[src/rtl/wb_per_bridge_pkg.sv]
// Shared types and widths for the Wishbone to openMSP430 peripheral bridge.
// Holds the FSM state encoding, the window width and the peripheral bus widths.
package wb_per_bridge_pkg;

  localparam int WIN_W   = 15;
  localparam int PADDR_W = 14;
  localparam int PDATA_W = 16;

  typedef enum logic [1:0] {
    S_IDLE = 2'd0,
    S_REQ  = 2'd1,
    S_WAIT = 2'd2,
    S_ACK  = 2'd3
  } state_t;

endpackage

[src/rtl/wb_per_bridge.sv]
// Wishbone classic slave that maps a 32 KiB window onto an openMSP430 peripheral bus.
// Ports: wb_clk_i/wb_rst_i, wbs_* Wishbone slave, per_* peripheral master.
module wb_per_bridge
  import wb_per_bridge_pkg::*;
#(
  parameter logic [31:0] BASE_ADDR = 32'h3000_0000,
  parameter int          RD_WAIT   = 0
) (
  input  logic                 wb_clk_i,
  input  logic                 wb_rst_i,
  input  logic                 wbs_cyc_i,
  input  logic                 wbs_stb_i,
  input  logic                 wbs_we_i,
  input  logic [3:0]           wbs_sel_i,
  input  logic [31:0]          wbs_adr_i,
  input  logic [31:0]          wbs_dat_i,
  output logic                 wbs_ack_o,
  output logic [31:0]          wbs_dat_o,
  output logic                 per_en_o,
  output logic [1:0]           per_we_o,
  output logic [PADDR_W-1:0]   per_addr_o,
  output logic [PDATA_W-1:0]   per_din_o,
  input  logic [PDATA_W-1:0]   per_dout_i
);

  localparam logic [2:0] LP_CNT_INIT =
    (RD_WAIT > 0) ? 3'(RD_WAIT - 1) : 3'd0;

  state_t               r_state;
  state_t               w_state_nxt;
  logic [2:0]           r_cnt;
  logic                 r_wr;
  logic [1:0]           r_we;
  logic [PADDR_W-1:0]   r_addr;
  logic [PDATA_W-1:0]   r_din;
  logic [PDATA_W-1:0]   r_dat;

  logic w_req;
  logic w_inwin;
  logic w_null;
  logic w_go;
  logic w_unused;

  assign w_req   = wbs_cyc_i & wbs_stb_i;
  assign w_inwin = wbs_adr_i[31:WIN_W] == BASE_ADDR[31:WIN_W];
  assign w_null  = wbs_we_i & (wbs_sel_i[1:0] == 2'b00);
  // Only in-window accesses with a live lane touch the peripheral.
  assign w_go    = w_inwin & ~w_null;

  assign w_unused = ^{wbs_sel_i[3:2], wbs_dat_i[31:16], wbs_adr_i[0],
                      BASE_ADDR[WIN_W-1:0]};

  always_comb begin
    w_state_nxt = r_state;
    unique case (r_state)
      S_IDLE: begin
        if (w_req)
          w_state_nxt = w_go ? S_REQ : S_ACK;
      end
      S_REQ: begin
        if (!wbs_cyc_i)
          w_state_nxt = S_IDLE;
        else if (r_wr || RD_WAIT == 0)
          w_state_nxt = S_ACK;
        else
          w_state_nxt = S_WAIT;
      end
      S_WAIT: begin
        if (!wbs_cyc_i)
          w_state_nxt = S_IDLE;
        else if (r_cnt == 3'd0)
          w_state_nxt = S_ACK;
      end
      S_ACK: w_state_nxt = S_IDLE;
      default: w_state_nxt = S_IDLE;
    endcase
  end

  always_ff @(posedge wb_clk_i) begin
    if (wb_rst_i) begin
      r_state <= S_IDLE;
    end else begin
      r_state <= w_state_nxt;
    end
  end

  always_ff @(posedge wb_clk_i) begin
    if (wb_rst_i) begin
      r_cnt  <= 3'd0;
      r_wr   <= 1'b0;
      r_we   <= 2'b00;
      r_addr <= '0;
      r_din  <= '0;
      r_dat  <= '0;
    end else begin
      unique case (r_state)
        S_IDLE: begin
          if (w_req) begin
            if (w_go) begin
              r_addr <= wbs_adr_i[WIN_W-1:1];
              r_din  <= wbs_dat_i[PDATA_W-1:0];
              r_we   <= wbs_we_i ? wbs_sel_i[1:0] : 2'b00;
              r_wr   <= wbs_we_i;
            end else begin
              r_dat  <= '0;
            end
          end
        end
        S_REQ: begin
          if (wbs_cyc_i) begin
            if (r_wr)
              r_dat <= '0;
            else if (RD_WAIT == 0)
              r_dat <= per_dout_i;
            else
              r_cnt <= LP_CNT_INIT;
          end
        end
        S_WAIT: begin
          if (wbs_cyc_i) begin
            if (r_cnt == 3'd0)
              r_dat <= per_dout_i;
            else
              r_cnt <= r_cnt - 3'd1;
          end
        end
        default: ;
      endcase
    end
  end

  assign per_en_o   = (r_state == S_REQ);
  assign wbs_ack_o  = (r_state == S_ACK);
  assign per_we_o   = r_we;
  assign per_addr_o = r_addr;
  assign per_din_o  = r_din;
  assign wbs_dat_o  = {16'h0000, r_dat};

endmodule

[config.mk]
export PLATFORM = sky130hd
export DESIGN_NAME = wb_per_bridge
export DESIGN_NICKNAME = d
export VERILOG_FILES = /design/src/rtl/wb_per_bridge_pkg.sv /design/src/rtl/wb_per_bridge.sv
export SDC_FILE = /design/constraint.sdc
export NUM_CORES = 1
export LEC_CHECK = 0
export CAP_MARGIN = 40
export CORE_UTILIZATION = 38
export CTS_BUF_LIST = sky130_fd_sc_hd__clkbuf_4
export DETAILED_ROUTE_END_ITERATION = 10
export GPL_TIMING_DRIVEN = 0
export HOLD_SLACK_MARGIN = 0.02
export PLACE_DENSITY = 0.83
export SYNTH_ARGS = -nofsm -noshare
export SYNTH_HDL_FRONTEND = slang
export SYNTH_SLANG_ARGS = --single-unit
[constraint.sdc]
create_clock -name wb_clk_i -period 2.55 [get_ports wb_clk_i]
set_clock_uncertainty 0.2 [all_clocks]
set_input_delay 0.3825 -clock wb_clk_i [delete_from_list [all_inputs] [get_ports wb_clk_i]]
set_output_delay 0.3825 -clock wb_clk_i [all_outputs]
set_load 0.03 [all_outputs]
# --- After elaboration in Yosys (flattened, before gate mapping) ---
# Cells that the tools add are included.
classes:
  eq_ne: 10
  add_sub_neg: 1
  muxes: 14
  n_reduce_logical: 8
  n_bitwise: 5
op_table:
  columns: ["operator", "n"]
  rows:
  - ["2-to-1 mux 16 bit", 6]
  - ["case mux 16 bit (3 select lines)", 1]
  - ["== test 17 x 15 -> 1 bit (second input constant)", 1]
  - ["2-to-1 mux 2 bit", 6]
  - ["inequality test 2 bit (second input constant)", 5]
  - ["case mux 2 bit (4 select lines)", 1]
  - ["AND reduction 3 bit", 2]
  - ["AND reduction 6 bit", 1]
  - ["== test 2 bit (second input constant)", 2]
  - ["logical NOT 2 bit", 2]
  - ["AND 1 bit", 3]
  - ["logical NOT 3 bit", 1]
  - ["inequality test 3 bit (second input constant)", 1]
  - ["nonzero test 3 bit", 1]
  - ["subtractor 3 x 1 -> 3 bit (second input constant)", 1]
  - ["== test 2 x 1 -> 1 bit (second input constant)", 1]
  - ["inverter 1 bit", 2]
  - ["AND reduction 2 bit", 1]
word_totals:
  inputBits: 89
  elab_cells: 45
  reg_bits: 54
  out_inout_bits: 66

# --- Longest topological paths before layout ---
# Gate-level depths: netlist of the first run.
depth:
  ltp_word: 7
  ltp_mapped: 9
  mapped_depth_nobuf: 8

# --- Least setup slack after synthesis of the first run ---
# Ideal clock, no wire load.
synth_timing:
  path_kind: "reg-to-reg"
  from: "reg r_state[1]"
  to: "reg r_dat[10]"
  n_path_buf: 1
  arrival_time_ns: 1.931
  required_time_ns: 2.278
  slack_ns: 0.347
  period_less_slack_ns: 2.203
  stages_incl_launch_ff: 9
  setup_ns: 0.072
  cell_sequence: "dfxtp_1 inv_1 ha_1 nor2b_1 o21ai_0 nand2_1 a21oi_2 buf_2 mux2i_1"
synth_via:
  elab_chain_cells: 3
  word_cells_on_any_way: 11
  cone_classes: "7 x eq/ne; 1 x mux; 3 x reduce/logical"
synth_lines:
  columns: ["element", "line_no", "text"]
  rows:
  - ["start: declaration", "wb_per_bridge.sv:29", "state_t r_state;"]
  - ["start signal: assignment", "wb_per_bridge.sv:83", "r_state <= w_state_nxt;"]
  - ["== test 2 x 1 -> 1 bit (*)", null, null]
  - ["net per_en_o", "wb_per_bridge.sv:19", "output logic per_en_o,"]
  - ["inequality test 2 bit (no line) / nonzero test 3 bit (equally long branches)", null, null]
  - ["AND reduction 6 bit (no line)", null, null]
  - ["end signal: assignment", "wb_per_bridge.sv:114", "r_dat <= per_dout_i;"]
  - ["end signal: assignment", "wb_per_bridge.sv:122", "r_dat <= per_dout_i;"]
  - ["end: declaration", "wb_per_bridge.sv:36", "logic [PDATA_W-1:0] r_dat;"]
# The timed path passes the listed nets; every way through them passes the cells marked *.
# A chain may end at the register's enable or synchronous reset.

# --- Worst setup path after layout of the first run ---
layout_timing:
  from: "reg r_state[1]"
  to: "out per_en_o"
layout_via:
  elab_chain_cells: 1
layout_lines:
  columns: ["element", "line_no", "text"]
  rows:
  - ["== test 2 x 1 -> 1 bit", "wb_per_bridge.sv:132", "assign per_en_o = (r_state == S_REQ);"]
  - ["end: declaration", "wb_per_bridge.sv:19", null]
# No other way between the ends.

==> results of run 1 <==
==> final cells by class <==
| class | instances | area, um2 |
|---|---|---|
| sequential | 54 | 1081 |
| buffer | 28 | 222.7 |
| fill | 533 | 2188 |
| clock buffer | 5 | 37.54 |
| timing repair buffer | 118 | 1181 |
| clock inverter | 2 | 33.78 |
| tap | 75 | 93.84 |
| multi-input combinational | 174 | 1165 |
| inverter | 6 | 22.52 |
==> kinds of logic (layout without fill, tap and decap cells) <==
kind of cell / count (synthesis) / count (layout)
AOI/OAI and AO/OA: 12 / 12
muxes: 47 / 47
and+or+nand+nor: 91 / 91
adders and majority gates: 7 / 7
other: 1 / 16
xor gates and xnor gates: 1 / 1
DFF: 54 / 54
buffers and inverters: 34 / 159
==> layout by cell type, fill, tap and decap left out, types with 2 or more instances in the layout <==
master,n
clkdlybuf4s50_1,118
dfxtp_1,54
mux2i_1,47
nor2_1,37
nand2_1,21
nand2b_1,19
buf_4,16
conb_1,16
clkbuf_1,7
ha_1,7
inv_1,6
clkbuf_4,5
a21oi_1,4
a211oi_1,3
nand3_1,3
buf_12,3
nor4_1,2
nand3b_1,2
a21oi_2,2
==> cell usage after synthesis <==
master    count  area share (%)
buf_6         1            0.46
inv_1         6            0.93
nor4b_1       1            0.36
nor3_2        1            0.41
buf_4        16             5.0
nor2_1       37             5.7
ha_1          7             3.6
a311oi_1      1            0.36
a211oi_1      3            0.93
nand3b_1      2            0.62
clkbuf_1      7             1.1
nor4_1        2            0.52
conb_1        1            0.15
nor4_2        1            0.52
nand2_1      21             3.3
nor3b_1       2            0.62
o21ai_0       1            0.21
a21oi_2       3             1.1
nand2b_1     19             4.9
buf_2         1            0.21
nand3_1       3            0.62
mux2i_1      47              19
buf_12        3             2.5
xnor2_1       1            0.36
dfxtp_1      54              45
nor2b_1       1            0.26
or4_4         1            0.46
a21oi_1       4            0.83
==> path summary, 6_finish.rpt <==
| kind | endpoint | cells after the start |
|---|---|---|
| worst min-delay path | r_dat[9]$_SDFFE_PP0P_ | 2 |
| worst min register to register | r_dat[9]$_SDFFE_PP0P_ | 2 |
| worst max register to register | r_dat[14]$_SDFFE_PP0P_ | 8 |
| worst max-delay path | per_en_o | 3 |
==> routing by layer <==
| layer | share of wire, % | track usage [%] | up-vias |
|---|---|---|---|
| met5 | 0 | 0 | - |
| met4 | 1.0 | 4.737 | 0 |
| met3 | 9.0 | 6.444 | 6 |
| met2 | 48 | 30.58 | 90 |
| met1 | 42 | 20.84 | 919 |
| li1 | - | - | 1063 |
==> through the flow <==
step / cells / setup TNS, ns / utilization, %
floorplan: 262 / 0 / -
global placement: 455 / -4.371 / 62.29
detailed placement: 455 / -5.191 / 62.29
CTS: 462 / 0 / 63.48
global route: 462 / 0 / 63.68
finish: 462 / 0 / 63.68
==> power groups by stage <==
stage / clock (uW) / combinational [uW] / sequential (uW)
after CTS: 480 / 795 / 934
final: 460 / 808 / 934
after floorplan: 0 / 443 / 1020
after global placement: 0 / 776 / 948
after detailed placement: 0 / 793 / 952
after global routing: 515 / 871 / 943
==> worst max-delay path: cells and delay by family, from the launching register on <==
kind | cells | cell delay [ns]
buffers and inverters | 2 | 0.80
adder cells (fa/ha/maj) | 1 | 0.20
flip-flops | 1 | 0.37
==> state kept, by name, indices dropped and copies added, names as in the netlist <==
signal and count:
r_cnt 3, per_addr_o 14, r_wr 1, r_dat 16, per_we_o 2, per_din_o 16
r_state 2
==> reports/metrics.cfg, run 1 <==
[drt]
drc=0
wire_per_inst_um=12.66
drt_wl_total_mm=5.850
antenna_left=0
drtIter0Drc=57
vias=2078
via_per_inst=4.498
first_pass_iters=4

[floorplan]
core_mm2=0.006026
die_w_um=81.84
start_util_pct=40.20
io_pins=155
std_cell_rows=28
die_y_um=81.84
die_area_mm2=0.006698

[timing]
rsz0062_at_grt=no
setup_viol=0
relSlewSlack_pct=65.90
hold_violations=0
holdWs_ns=0.2851
period_share_pct=90.81
timing.fmax_mhz=431.8
period_needed_ns=2.316
slew_violations=0
worst_slack_ns=0.2343
worst_pin_slew_ns=0.5115

[logic_synthesis]
synth_compound_area_share_pct=3.409
ys_ff_latch=54
synth_seq_area_share_pct=44.63
netlist_area_mm2=0.002422
synthAdderAreaFrac_pct=3.616
synth_warnings=0
synthSimpleGateAreaFrac_pct=18.29
synth.avg_cell_area_um2=9.807
syn_inst=247
synthMuxAreaShare_pct=19.42
ys_types=28
synth_xor_area_share_pct=0.3616
synth_top_family_by_area=multiplexers

[cells_and_area]
final_area_mm2=0.003837
area_growth_pct=58.42
antenna_cells=0
layout-drive-gt1-share_pct=8.786
fin_nets=483

[clocking]
root_buffer=clkbuf_4
h-tree-depth=2
clock_path_buffers=2
cts_num_sinks=54
clock_latency_ns=0.36
clkTransAtPathRegs_ns=0.14
cts_tree=yes
post_cts_buffers=0
cts-resized-gates=0
hold_buffers=0
numCtsBuffers=5

[global_route]
grt_max_degree=16
grt_pass1_wl_mm=9.108
grt_usage_pct=17.84
grt_pass1_vias=2048
gr-total-overflow=0
antenna_found_initial=0

[worst_setup_path]
start_kind=flop
crit_fanout=4
cp-end-kind=output pin
worstSetupPathType=flop to output pin
arrival_ns=1.73
reg2reg_from=r_state[1]$_SDFFE_PP0P_
critPathRequiredTime_ns=1.97
max_stage_delay_ns=0.69
crit_chain=inv_1 -> ha_1 -> clkdlybuf4s50_1
rrSetupSlack_ns=0.26
crit_slowest_cell=clkdlybuf4s50_1
crit_path_start=r_state[1]$_SDFFE_PP0P_

[hold_path]
worstHoldStart=r_dat[9]$_SDFFE_PP0P_
min-delay-path-class=flop to flop

[placement]
place_ws_ns=-0.1775
gp_congestion=0.8095
place_area_mm2=0.003754
port_buffers=118
hpwl_mm=4.563

[pwr]
comb_power_share_pct=36.7
total_power_uw=2202
p_int_uw=1476
power_frac_clock_pct=20.9
power_frac_seq_pct=42.4
power_leakage_uw=0.001413
switchingPower_uw=726.4
power_density_mw_per_mm2=573.9
irDropWorstVdd_mv=0.3083
swShare_pct=32.99

[run_status]
status=finished clean

[job]
max_cap_violations=0

Note: power is estimated with default switching activity, not from simulation.
==> run 2, diff against run 1 <==
CORE_UTILIZATION = 36   (was 38)
CTS_BUF_LIST = unset   (was sky130_fd_sc_hd__clkbuf_4)
PLACE_DENSITY = 0.8   (was 0.83)
==> run 2 against run 1 <==
The flow now finishes with violations (DRC); largest cell class unchanged; fmax shrank 2.0%; critical path depth grew 5; largest power group unchanged; die area grew 5.4%; wire length shrank 6.0%; non-clock buffer count is the same.
==> reports/metrics.cfg, run 2 (synthesis gave the netlist of run 1 again) <==
[placement]
port_buffers=118  ; unchanged
place_ws_ns=-0.1569  ; +0.02059 ns
gp_congestion=0.8131  ; +0.44%
hpwl_mm=4.294  ; -5.9%

[clocking]
cts_num_sinks=54  ; unchanged
clkTransAtPathRegs_ns=0.10  ; -0.04 ns
numCtsBuffers=5  ; unchanged
clock_path_buffers=2  ; unchanged
root_buffer=clkbuf_8
cts_tree=yes
h-tree-depth=2  ; unchanged
clock_latency_ns=0.29  ; -0.07 ns
post_cts_buffers=0  ; unchanged
hold_buffers=0  ; unchanged

[global_route]
gr-total-overflow=0  ; unchanged
grt_pass1_vias=2125  ; +3.8%
grt_usage_pct=15.63  ; -2.2 points
grt_pass1_wl_mm=9.066  ; -0.46%
antenna_found_initial=0  ; unchanged
grt_max_degree=18  ; +2

[worst_setup_path]
critPathRequiredTime_ns=2.54  ; +0.57 ns
arrival_ns=2.35  ; +0.62 ns
crit_fanout=10  ; +6
crit_chain=clkdlybuf4s50_1 -> nor3b_1 -> or4_4 -> nor4_2 -> buf_6 -> buf_12 -> mux2i_1 -> nor2_1
cp-end-kind=flop
start_kind=input port
crit_slowest_cell=clkdlybuf4s50_1
max_stage_delay_ns=0.46  ; -0.23 ns
rrSetupSlack_ns=0.31  ; +0.05 ns
worstSetupPathType=input port to flop

[floorplan]
start_util_pct=37.72  ; -2.5 points
core_mm2=0.006422  ; +6.6%
die_area_mm2=0.007061  ; +5.4%
die_y_um=84.03  ; +2.7%
io_pins=155  ; unchanged
die_w_um=84.03  ; +2.7%
std_cell_rows=29  ; +3.6%

[drt]
first_pass_iters=7  ; +3
via_per_inst=4.510  ; +0.26%
antenna_left=0  ; unchanged
wl_met3_um=435  ; -17%
wire_per_inst_um=11.83  ; -6.6%
wl_met1_mm=2.227  ; -9.0%
vias=2097  ; +0.91%
drc=22  ; +22
drt_wl_total_mm=5.501  ; -6.0%
top_layer=met4
drtIter0Drc=64  ; +12%
wl_met2_mm=2.772  ; -1.5%

[cells_and_area]
final_common_cell=clkdlybuf4s50_1
layout-drive-gt1-share_pct=9.021  ; +0.24 points
antenna_cells=0  ; unchanged
nFillCells=578  ; +8.4%
postLayoutCoreUtil_pct=60.08  ; -3.6 points
fin_nets=483  ; unchanged
area_growth_pct=59.30
final_cell_mix=118 x clkdlybuf4s50_1, 54 x dfxtp_1, 47 x mux2i_1, 37 x nor2_1, 21 x nand2_1

[pwr]
power_density_mw_per_mm2=573.4  ; about the same
swShare_pct=33.32  ; +0.33 points
comb_power_share_pct=36.5  ; -0.2 points
switchingPower_uw=737.1  ; +1.5%
p_int_uw=1475  ; about the same
power_leakage_uw=0.001420  ; +0.50%
total_power_uw=2212  ; +0.47%
power_frac_seq_pct=42.1  ; -0.3 points
power_frac_clock_pct=21.4  ; +0.5 points
irDropWorstVdd_mv=0.2388  ; -23%

[job]
max_cap_violations=0  ; unchanged

[timing]
hold_violations=0  ; unchanged
timing.fmax_mhz=423.2  ; -2.0%
holdWs_ns=0.2762  ; -0.008925 ns
slew_violations=0  ; unchanged
tns_ns=0  ; unchanged
rsz0062_at_grt=no
period_needed_ns=2.363  ; +0.04738 ns
worst_slack_ns=0.1869  ; -0.04738 ns
period_share_pct=92.67  ; +1.9 points
setup_viol=0  ; unchanged

[run_status]
violations=DRC
status=finished with violations

[hold_path]
min-delay-path-class=flop to flop

## run 2: repair_timing
item | in CTS | in global routing
hold endpoints to repair | 0 | 0
gates resized for setup | 0 | 2
setup endpoints to repair | 0 | 10
## run 2: worst paths after layout
check / cells after the start / to / from
worst max-delay path: 8 / per_din_o[15]$_SDFFE_PP0P_ / wbs_we_i
worst min-delay path: 2 / r_dat[8]$_SDFFE_PP0P_ / r_dat[8]$_SDFFE_PP0P_
worst max register to register: 8 / r_dat[7]$_SDFFE_PP0P_ / r_state[1]$_SDFFE_PP0P_
worst min register to register: 2 / r_dat[8]$_SDFFE_PP0P_ / r_dat[8]$_SDFFE_PP0P_
## run 2: power groups by stage
stage | clock, uW | sequential, uW | combinational [uW]
3_5_place_dp | 0 | 951 | 790
2_1_floorplan | 0 | 1020 | 443
3_3_place_gp | 0 | 948 | 777
6_report | 474 | 932 | 807
4_1_cts | 503 | 932 | 792
5_1_grt | 536 | 940 | 871
## run 2: layout make-up
cell class              count  area [um2]  share of cell area, %
plain buffers              28       222.7                  5.772
clock buffers               6       72.57                  1.881
clock inverters             2       17.52                 0.4540
inverters                   6       22.52                 0.5837
multi-input cells         174        1165                  30.19
flip-flops and latches     54        1081                  28.02
well taps                  77       96.34                  2.497
repair buffers            118        1181                  30.61
## run 2: metrics by stage
stage | cells | instance area [um2]
detailed placement | 457 | 3756
global placement | 457 | 3756
floorplan | 262 | 2479
finish | 465 | 3859
CTS | 465 | 3846
global route | 465 | 3859
## run 2: critical path: cells and delay by family
family | cells | cell delay [ns]
and+or+nand+nor | 4 | 0.93
buffers and inverters | 3 | 0.81
muxes | 1 | 0.21
## run 2: metal layers
| layer | up-vias | track usage (%) |
|---|---|---|
| met2 | 80 | 28.24 |
| met3 | 7 | 5.143 |
| met5 | - | 0 |
| met4 | 0 | 5.172 |
| li1 | 1065 | - |
| met1 | 945 | 17.11 |
==> run 3, diff against run 2 <==
CORE_MARGIN = 2   (was unset)
RECOVER_POWER = 50   (was unset)
==> run 3 against run 2 <==
The run now ends clean; clock power grew 23%; sequential share of layout area shrank 0.16 points; design area grew 0.58%; critical path depth is the same; hold slack lost 0.0060 ns; count of clock-buffer cells in the layout is the same; critical endpoint is now per_din_o[3]$_SDFFE_PP0P_.
==> reports/metrics.cfg, run 3 (synthesis gave the netlist of run 1 again) <==
[global_route]
grt_max_degree=16  ; -2
grt_pass1_vias=2084  ; -1.9%
grt_pass1_wl_mm=9.225  ; +1.8%
grt_usage_pct=15.31  ; -0.33 points
gr-total-overflow=0  ; unchanged
antenna_found_initial=0  ; unchanged

[cells_and_area]
fin_nets=483  ; unchanged
antenna_cells=0  ; unchanged
layout-drive-gt1-share_pct=9.044  ; +0.023 points
area_growth_pct=60.23
final_cell_mix=70 x clkdlybuf4s50_1, 54 x dfxtp_1, 48 x dlygate4sd3_1, 47 x mux2i_1, 37 x nor2_1
final_common_cell=clkdlybuf4s50_1

[worst_setup_path]
cp-end-kind=flop
crit_chain=clkdlybuf4s50_1 -> nor3b_1 -> or4_4 -> nor4_2 -> buf_6 -> buf_12 -> mux2i_1 -> nor2_1
reg2reg_from=r_state[1]$_SDFFE_PP0P_
critPathRequiredTime_ns=2.53  ; about the same
start_kind=input port
rrSetupSlack_ns=0.26  ; -0.05 ns
crit_fanout=10  ; unchanged
worstSetupPathType=input port to flop
crit_slowest_cell=clkdlybuf4s50_1
rr_endpoint=r_dat[12]$_SDFFE_PP0P_
max_stage_delay_ns=0.45  ; about the same
arrival_ns=2.36  ; about the same
reg2regPathDepth=8  ; unchanged

[hold_path]
min-delay-path-class=flop to flop
worstHoldPathCells=2  ; unchanged
hold_end=r_dat[1]$_SDFFE_PP0P_
worstHoldStart=r_dat[1]$_SDFFE_PP0P_

[placement]
port_buffers=118  ; unchanged
gp_congestion=0.7632  ; -6.1%
place_ws_ns=-0.1666  ; -0.009688 ns
hpwl_mm=4.484  ; +4.4%

[drt]
antenna_left=0  ; unchanged
wl_met1_mm=2.409  ; +8.2%
drc=0  ; -100%
wl_met2_mm=2.906  ; +4.8%
drtIter0Drc=65  ; +1.6%
wl_met3_um=340  ; -22%
top_layer=met4
wire_per_inst_um=12.32  ; +4.2%
drt_wl_total_mm=5.717  ; +3.9%
via_per_inst=4.466  ; -0.98%
first_pass_iters=4  ; -3
vias=2072  ; -1.2%

[pwr]
power_frac_seq_pct=40.3  ; -1.8 points
swShare_pct=31.67  ; -1.6 points
p_int_uw=1578  ; +6.9%
irDropWorstVdd_mv=0.2605  ; +9.1%
power_leakage_uw=0.001602  ; +13%
total_power_uw=2309  ; +4.4%
power_density_mw_per_mm2=594.9  ; +3.8%
power_frac_clock_pct=25.3  ; +3.9 points
comb_power_share_pct=34.4  ; -2.1 points
switchingPower_uw=731.2  ; -0.81%

[timing]
setup_viol=0  ; unchanged
slew_violations=0  ; unchanged
timing.fmax_mhz=419.9  ; -0.77%
period_share_pct=93.39  ; +0.72 points
hold_violations=0  ; unchanged
worst_slack_ns=0.1685  ; -0.01841 ns
rsz0062_at_grt=no
period_needed_ns=2.381  ; +0.01841 ns

[clocking]
hold_buffers=0  ; unchanged
cts_num_sinks=54  ; unchanged
clkTransAtPathRegs_ns=0.10  ; about the same
numCtsBuffers=5  ; unchanged
clock_latency_ns=0.29  ; about the same
cts-resized-gates=0  ; unchanged
h-tree-depth=2  ; unchanged
root_buffer=clkbuf_8
post_cts_buffers=0  ; unchanged
clock_path_buffers=2  ; unchanged
cts_tree=yes

[job]
max_cap_violations=0  ; unchanged

[floorplan]
io_pins=155  ; unchanged
std_cell_rows=29  ; unchanged
start_util_pct=37.72  ; unchanged
die_w_um=86.03  ; +2.4%
die_y_um=86.03  ; +2.4%
core_mm2=0.006422  ; unchanged
die_area_mm2=0.007401  ; +4.8%

[run_status]
status=finished clean

## run 3: critical path, delay by kind of cell
kind / cells / cell delay (ns)
AND/OR/NAND/NOR: 4 / 0.94
multiplexers: 1 / 0.21
buffers and inverters: 3 / 0.80
## run 3: per-stage QoR
step | area (um2) | hold slack [ns] | util [%] | TNS [ns] | cells
global placement | 3756 | 0.2573 | 58.48 | -3.951 | 457
detailed placement | 3756 | 0.2614 | 58.48 | -4.974 | 457
floorplan | 2479 | 0.2604 | - | 0 | 262
global route | 3881 | 0.3063 | 60.43 | 0 | 464
CTS | 3869 | 0.2782 | 60.24 | 0 | 464
finish | 3881 | 0.2702 | 60.43 | 0 | 464
## run 3: worst max-delay path by stage
stage                                 start                   endpoint  slack (ns)
finish                             wbs_we_i  per_din_o[3]$_SDFFE_PP0P_        0.17
global route        r_state[1]$_SDFFE_PP0P_     r_dat[12]$_SDFFE_PP0P_        0.07
CTS                 r_state[0]$_SDFFE_PP0P_     r_dat[12]$_SDFFE_PP0P_        0.07
detailed placement                 wbs_we_i  per_din_o[3]$_SDFFE_PP0P_       -0.17
global placement                   wbs_we_i  per_din_o[9]$_SDFFE_PP0P_       -0.12
floorplan           r_state[1]$_SDFFE_PP0P_     r_dat[10]$_SDFFE_PP0P_        0.35
## run 3: area by class of cell
class | count | area [um2]
multi-input combinational | 174 | 1165
tap | 77 | 96.34
sequential | 54 | 1081
inverter | 6 | 22.52
fill | 569 | 2541
timing repair buffer | 118 | 1181
clock inverter | 1 | 30.03
clock buffer | 6 | 82.58
buffer | 28 | 222.7
## run 3: power groups by stage
| stage | logic, uW | registers [uW] | clock network, uW |
|---|---|---|---|
| floorplan | 443 | 1020 | 0 |
| global placement | 778 | 949 | 0 |
| detailed placement | 792 | 952 | 0 |
| CTS | 794 | 932 | 600 |
| global route | 861 | 940 | 633 |
| finish | 795 | 930 | 583 |
## run 3: layer usage
layer / up-vias / global-route usage [%]
met5: - / 0
met4: 0 / 4.329
met3: 6 / 5.005
met2: 70 / 27.13
met1: 937 / 17.52
li1: 1059 / -
